**config.mk**
```make
export PLATFORM = sky130hd
export DESIGN_NAME = vga_clkwiz_reconf_ctrl
export DESIGN_NICKNAME = d
export VERILOG_FILES = /design/src/rtl/vga_clkwiz_reconf_ctrl.sv
export SDC_FILE = /design/constraint.sdc
export NUM_CORES = 1
export LEC_CHECK = 0
export BUFFER_PORTS_ARGS = -buffer_cell sky130_fd_sc_hd__buf_2
export CAP_MARGIN = 20
export CORE_ASPECT_RATIO = 1.5
export CORE_UTILIZATION = 35
export CTS_BUF_LIST = sky130_fd_sc_hd__clkbuf_4 sky130_fd_sc_hd__clkbuf_8
export CTS_CLUSTER_SIZE = 40
export DETAILED_ROUTE_END_ITERATION = 8
export GPL_ROUTABILITY_DRIVEN = 0
export GPL_TIMING_DRIVEN = 0
export SLEW_MARGIN = 15
export SYNTH_ARGS = -nofsm -noshare
export SYNTH_HDL_FRONTEND = slang
export SYNTH_SLANG_ARGS = --single-unit
```
**constraint.sdc**
```tcl
create_clock -name clk_i -period 3.7 [get_ports clk_i]
set_input_delay 0.74 -clock clk_i [delete_from_list [all_inputs] [get_ports clk_i]]
set_output_delay 0.74 -clock clk_i [all_outputs]
set_load 0.1 [all_outputs]
```
**src/rtl/vga_clkwiz_reconf_ctrl.sv**
```systemverilog
// AXI4-Lite master that reprograms the clk_wiz pixel clock for a requested VGA mode,
// then polls the status register until the MMCM reports lock or a timeout expires.
package vga_clkwiz_pkg;
  typedef enum logic [1:0] {
    RES_800_600   = 2'd0,
    RES_1280_1028 = 2'd1,
    RES_1920_1080 = 2'd2,
    RES_640_480   = 2'd3
  } resolution_e;
endpackage

module vga_clkwiz_reconf_ctrl
  import vga_clkwiz_pkg::*;
#(
  parameter int AXI_ADDR_W     = 11,
  parameter int POLL_GAP       = 16,
  parameter int TIMEOUT_CYCLES = 1_000_000
) (
  input  logic                  clk_i,
  input  logic                  arstn_i,
  input  logic                  req_i,
  input  resolution_e           resolution_i,
  output logic                  busy_o,
  output logic                  done_o,
  output logic                  err_o,
  output logic                  valid_o,
  output logic [AXI_ADDR_W-1:0] m_axi_awaddr,
  output logic                  m_axi_awvalid,
  input  logic                  m_axi_awready,
  output logic [31:0]           m_axi_wdata,
  output logic [3:0]            m_axi_wstrb,
  output logic                  m_axi_wvalid,
  input  logic                  m_axi_wready,
  input  logic [1:0]            m_axi_bresp,
  input  logic                  m_axi_bvalid,
  output logic                  m_axi_bready,
  output logic [AXI_ADDR_W-1:0] m_axi_araddr,
  output logic                  m_axi_arvalid,
  input  logic                  m_axi_arready,
  input  logic [31:0]           m_axi_rdata,
  input  logic [1:0]            m_axi_rresp,
  input  logic                  m_axi_rvalid,
  output logic                  m_axi_rready
);

  localparam int         TMR_W     = $clog2(TIMEOUT_CYCLES + 1);
  localparam int         GAP_W     = $clog2(POLL_GAP + 1);
  localparam logic [2:0] LAST_STEP = 3'd4;

  typedef enum logic [2:0] {
    S_IDLE, S_WR_ADDR, S_WR_RESP, S_GAP, S_RD_ADDR, S_RD_DATA, S_DONE, S_ERR
  } state_e;

  state_e             r_state;
  state_e             w_next;
  resolution_e        r_mode;
  logic [2:0]         r_step;
  logic               r_aw_done;
  logic               r_w_done;
  logic [TMR_W-1:0]   r_timer;
  logic [GAP_W-1:0]   r_gap;
  logic               r_err;
  logic               r_valid;

  logic               w_supported;
  logic               w_aw_ok;
  logic               w_w_ok;
  logic               w_timeout;
  logic               w_gap_end;
  logic               w_polling;
  logic [31:0]        w_step1_data;
  logic               w_unused;

  always_comb begin
    w_supported  = 1'b0;
    w_step1_data = 32'd0;
    case (resolution_i)
      RES_800_600, RES_1280_1028: w_supported = 1'b1;
      default:                    w_supported = 1'b0;
    endcase
    // Output divider {frac[9:0], int[7:0]} against the 1000 MHz VCO.
    case (r_mode)
      RES_800_600:   w_step1_data = {14'd0, 10'd0,   8'd25};
      RES_1280_1028: w_step1_data = {14'd0, 10'd259, 8'd9};
      default:       w_step1_data = 32'd0;
    endcase
  end

  // Payload is a pure function of registered step/mode, so it is stable while valid is high.
  always_comb begin
    m_axi_awaddr = AXI_ADDR_W'(32'h25C);
    m_axi_wdata  = 32'h0000_0003;
    case (r_step)
      3'd0: begin m_axi_awaddr = AXI_ADDR_W'(32'h200); m_axi_wdata = {6'd0, 10'd0, 8'd10, 8'd1}; end
      3'd1: begin m_axi_awaddr = AXI_ADDR_W'(32'h208); m_axi_wdata = w_step1_data;               end
      3'd2: begin m_axi_awaddr = AXI_ADDR_W'(32'h20C); m_axi_wdata = 32'd0;                      end
      3'd3: begin m_axi_awaddr = AXI_ADDR_W'(32'h210); m_axi_wdata = 32'd50000;                  end
      default: ;
    endcase
  end

  assign m_axi_wstrb  = 4'hF;
  assign m_axi_araddr = AXI_ADDR_W'(32'h004);
  assign w_aw_ok      = r_aw_done | (m_axi_awvalid & m_axi_awready);
  assign w_w_ok       = r_w_done  | (m_axi_wvalid  & m_axi_wready);
  assign w_timeout    = (r_timer == TMR_W'(TIMEOUT_CYCLES));
  assign w_gap_end    = (r_gap == GAP_W'(POLL_GAP - 1));
  assign w_polling    = (r_state == S_GAP) || (r_state == S_RD_ADDR) || (r_state == S_RD_DATA);
  assign w_unused     = &{1'b0, m_axi_rdata[31:1]};
  assign err_o        = r_err;
  assign valid_o      = r_valid;

  always_ff @(posedge clk_i or negedge arstn_i) begin
    if (!arstn_i) begin
      r_state   <= S_IDLE;
      r_mode    <= RES_800_600;
      r_step    <= 3'd0;
      r_aw_done <= 1'b0;
      r_w_done  <= 1'b0;
      r_timer   <= '0;
      r_gap     <= '0;
      r_err     <= 1'b0;
      r_valid   <= 1'b0;
    end else begin
      // NOTE: non-blocking assignments keep every register sampling pre-edge values.
      r_state <= w_next;
      r_gap   <= (r_state == S_GAP) ? r_gap + GAP_W'(1) : '0;
      if (w_polling && !w_timeout) r_timer <= r_timer + TMR_W'(1);
      case (r_state)
        S_IDLE: if (req_i) begin
          r_mode  <= resolution_i;
          r_err   <= 1'b0;
          r_valid <= 1'b0;
          r_step  <= 3'd0;
        end
        S_WR_ADDR: if (w_aw_ok && w_w_ok) begin
          r_aw_done <= 1'b0;
          r_w_done  <= 1'b0;
        end else begin
          if (m_axi_awvalid && m_axi_awready) r_aw_done <= 1'b1;
          if (m_axi_wvalid  && m_axi_wready)  r_w_done  <= 1'b1;
        end
        S_WR_RESP: if (m_axi_bvalid) begin
          if (r_step != LAST_STEP) r_step  <= r_step + 3'd1;
          else                     r_timer <= '0;
        end
        S_DONE:  r_valid <= 1'b1;
        S_ERR:   r_err   <= 1'b1;
        default: ;
      endcase
    end
  end

  // NOTE: every combinational output gets a default first, so no path can infer a latch.
  always_comb begin
    w_next = r_state;
    case (r_state)
      S_IDLE:    if (req_i) w_next = w_supported ? S_WR_ADDR : S_ERR;
      S_WR_ADDR: if (w_aw_ok && w_w_ok) w_next = S_WR_RESP;
      S_WR_RESP: if (m_axi_bvalid) begin
        if (m_axi_bresp != 2'b00)    w_next = S_ERR;
        else if (r_step == LAST_STEP) w_next = S_GAP;
        else                          w_next = S_WR_ADDR;
      end
      S_GAP: begin
        if (w_timeout)      w_next = S_ERR;
        else if (w_gap_end) w_next = S_RD_ADDR;
      end
      S_RD_ADDR: if (m_axi_arready) w_next = S_RD_DATA;
      // Timeout is only honoured once the outstanding read has completed.
      S_RD_DATA: if (m_axi_rvalid) begin
        if (m_axi_rresp != 2'b00) w_next = S_ERR;
        else if (m_axi_rdata[0])  w_next = S_DONE;
        else if (w_timeout)       w_next = S_ERR;
        else                      w_next = S_GAP;
      end
      S_DONE, S_ERR: w_next = S_IDLE;
      default:       w_next = S_IDLE;
    endcase
  end

  always_comb begin
    m_axi_awvalid = 1'b0;
    m_axi_wvalid  = 1'b0;
    m_axi_bready  = 1'b0;
    m_axi_arvalid = 1'b0;
    m_axi_rready  = 1'b0;
    done_o        = 1'b0;
    busy_o        = (r_state != S_IDLE);
    case (r_state)
      S_WR_ADDR: begin
        m_axi_awvalid = !r_aw_done;
        m_axi_wvalid  = !r_w_done;
      end
      S_WR_RESP: m_axi_bready  = 1'b1;
      S_RD_ADDR: m_axi_arvalid = 1'b1;
      S_RD_DATA: m_axi_rready  = 1'b1;
      S_DONE:    done_o        = 1'b1;
      default: ;
    endcase
  end

endmodule
```
==> flow_summary.toml <==
[outcome]
status = "completed"

[drt]
vias_per_cell = 4.42
route.top_layer_used = "met4"
vias = 2137
dr.pass1.iters = 4
drtAntennaViolNets = 0
wire_per_inst_um = 11.2
wl_met3_um = 234
drc = 0
dr_wl_met2_um = 2960
drt_wl_total_um = 5400
met1Wirelength_um = 2160
drt-initial-drc-count = 69

[die]
coreArea_mm2 = 0.00727
ios = 113
start_util = 0.362
dieWidth_um = 72.9
fp.dieH_um = 108
rows = 38
die-area_mm2 = 0.00789

[synthesis]
yosys.area_share.simple = 0.253
ys_seq_area_frac = 0.351
synth_area_per_cell_um2 = 8.88
synthArstFlopShare = 1.00
synth_seq_cells = 37
synthCells = 297
synth_mux_area_frac = 0.0218
synth_fa_ha_area_frac = 0.0427
synth_top_family_by_area = "simple AND/OR/NAND/NOR gates"
ys_warn_count = 0
netlist_area_mm2 = 0.00264
synth_compound_area_frac = 0.105
synthXorXnorAreaFrac = 0.0498
ys.flop_type = "dfrtp_1"
synth_cell_type_count = 54
synth_edf_count = 0

[timing]
finalHoldViolations = 0
drv_slew = 0
fin_crit_ps = 2770
post-route-period-util = 0.748
setup_viol = 0
timing.fmax_mhz = 361
worst_slew_pin_slew_ps = 826
skew_ps = 7.71
rsz0062_at_grt = "false"
holdWs_ps = 461
slew-limit-headroom = 0.450

[layout]
fill_cells = 750
num_antenna_cells = 0
drive_above_1_share = 0.302
final_common_cell = "buf_4"
final_core_util = 0.444
seq_area_um2 = 926
syn_to_final_growth_pct = 22.4
multi_input_area_mm2 = 0.00143
final_cell_mix = "48 x buf_4, 43 x conb_1, 40 x buf_2"
nNetsFinal = 438

[placed_design]
hpwl_um = 4230
io_buffers = 38

[clocking]
tritoncts = "done"
clock-sinks = 37
cts_max_level = 2
cts-root-buf = "clkbuf_8"
cts_buffer_depth = 2
ctsHoldBuffers = 0
postCtsSetupRepairBufs = 0
ctsResizeCount = 0
cts_buffers = 5
clk_latency_ps = 290
clkTransAtPathRegs_ps = 80

[worst_hold_path]
hp-class = "flop to flop"
worstHoldStart = "r_gap[0]"

[setup_path]
crit_path_end = "m_axi_wdata[0]"
critPathArrivalTime_ps = 2030
r2r-start = "r_timer[0]"
cp_max_fo = 9
crit_start = "r_step[2]"
rr_worst_depth = 7
crit_path_start_kind = "flop"
cp-end-kind = "primary output"
crit_type = "flop to primary output"
r2r_slack_ps = 1770
r2r-end = "r_timer[1]"
cp_data_required_time_ps = 2960

[job]
drv_cap = 0

[power]
seq_power_share = 0.243
switchingPower_mw = 1.90
swShare = 0.605
p_clk_frac = 0.099
ir_worst_vdd_mv = 0.704
p_int_mw = 1.25
power_frac_comb = 0.657
leakage_nw = 1.62
power_per_cell_area_mw_per_mm2 = 976

[grt]
grt_overflow = 0
antenna_found_initial = 0
grt_pass1_vias = 2073
grt_pass1_wl_um = 9190
grt_max_degree = 38
grtUsageTotal = 0.148
## metrics by stage
stage	area [µm²]	std cells	worst slack [ps]	TNS, ps	total power, mW
6_report	3230	484	932	0	3.15
5_1_grt	3230	484	804	0	3.35
4_1_cts	3230	484	913	0	3.17
3_5_place_dp	3130	476	1240	0	2.84
3_3_place_gp	3130	476	1270	0	2.82
2_1_floorplan	2810	338	-182	-182	2.53
## synthesized netlist by cell type (2+ instances only)
| master | count | share of area |
|---|---|---|
| buf_4 | 48 | 0.14 |
| mux2i_1 | 2 | 0.0076 |
| buf_2 | 2 | 0.0038 |
| ha_1 | 9 | 0.043 |
| o211ai_1 | 3 | 0.0085 |
| nand2_1 | 16 | 0.023 |
| o22ai_1 | 2 | 0.0047 |
| nand3_1 | 10 | 0.019 |
| mux2_2 | 2 | 0.0085 |
| nor4_1 | 4 | 0.0095 |
| nor3b_1 | 3 | 0.0085 |
| o21a_1 | 2 | 0.0057 |
| o31ai_1 | 2 | 0.0057 |
| o21ai_0 | 8 | 0.015 |
| nor3_1 | 10 | 0.019 |
| a21oi_1 | 10 | 0.019 |
| inv_1 | 18 | 0.026 |
| nor4b_2 | 2 | 0.011 |
| nand4_1 | 2 | 0.0047 |
| conb_1 | 2 | 0.0028 |
| a21o_1 | 3 | 0.0085 |
| nor2_1 | 38 | 0.054 |
| nor2b_1 | 4 | 0.0095 |
| dfrtp_1 | 37 | 0.35 |
| and2_1 | 2 | 0.0047 |
| and3_1 | 6 | 0.014 |
| nand2b_1 | 3 | 0.0071 |
| xnor2_1 | 13 | 0.043 |
| or3_1 | 7 | 0.017 |
| clkbuf_1 | 2 | 0.0028 |
| xor2_1 | 2 | 0.0066 |
## registers in the layout, summed over array words and instances, names as in the netlist
register   cells
r_timer       20
r_aw_done      1
r_state        3
err_o          1
r_gap          5
r_step         3
r_mode         2
valid_o        1
r_w_done       1
## power groups by stage
stage | logic [mW] | registers [mW] | clock network [mW]
6_report | 2.07 | 0.767 | 0.313
4_1_cts | 2.08 | 0.766 | 0.323
3_3_place_gp | 2.05 | 0.766 | 0
5_1_grt | 2.22 | 0.792 | 0.345
2_1_floorplan | 1.75 | 0.786 | 0
3_5_place_dp | 2.07 | 0.772 | 0
## cell families (layout without fill, tap and decap cells)
logic type                 Yosys count  count (layout)
and+or+nand+nor                    118             118
buffers and inverters               71             117
AOI/OAI and AO/OA                   40              40
DFF                                 37              37
xor gates and xnor gates            15              15
adders and majority gates            9               9
muxes                                5               5
other                                2              43
## area by class of cell
type,instances,area share
sequential,37,0.287
clock inverter,1,0.00155
timing repair buffer,38,0.0589
buffer,53,0.121
multi-input combinational,230,0.443
inverter,18,0.0209
clock buffer,7,0.0298
tap,100,0.0388
## critical path: stages, from the launching register on
cell,delay [ps]
dfrtp_1,480
inv_1,120
ha_2,260
o21bai_1,130
inv_1,80
or3_1,370
buf_2,300
## how the worst min path moves through the flow
| stage | to | slack, ps | cells past startpoint |
|---|---|---|---|
| 4_1_cts | r_gap[0] | 460 | 1 |
| 5_1_grt | r_gap[0] | 480 | 1 |
| 6_report | r_gap[0] | 460 | 1 |
| 2_1_floorplan | r_gap[0] | 430 | 1 |
| 3_5_place_dp | r_gap[0] | 450 | 1 |
| 3_3_place_gp | r_gap[0] | 450 | 1 |
## per-layer routing
layer / vias to the layer above / track usage
met5: - / 0
met4: 0 / 0.0378
met3: 4 / 0.0308
met2: 65 / 0.289
met1: 976 / 0.157
li1: 1092 / -
Note: power is estimated with default switching activity, not from simulation.
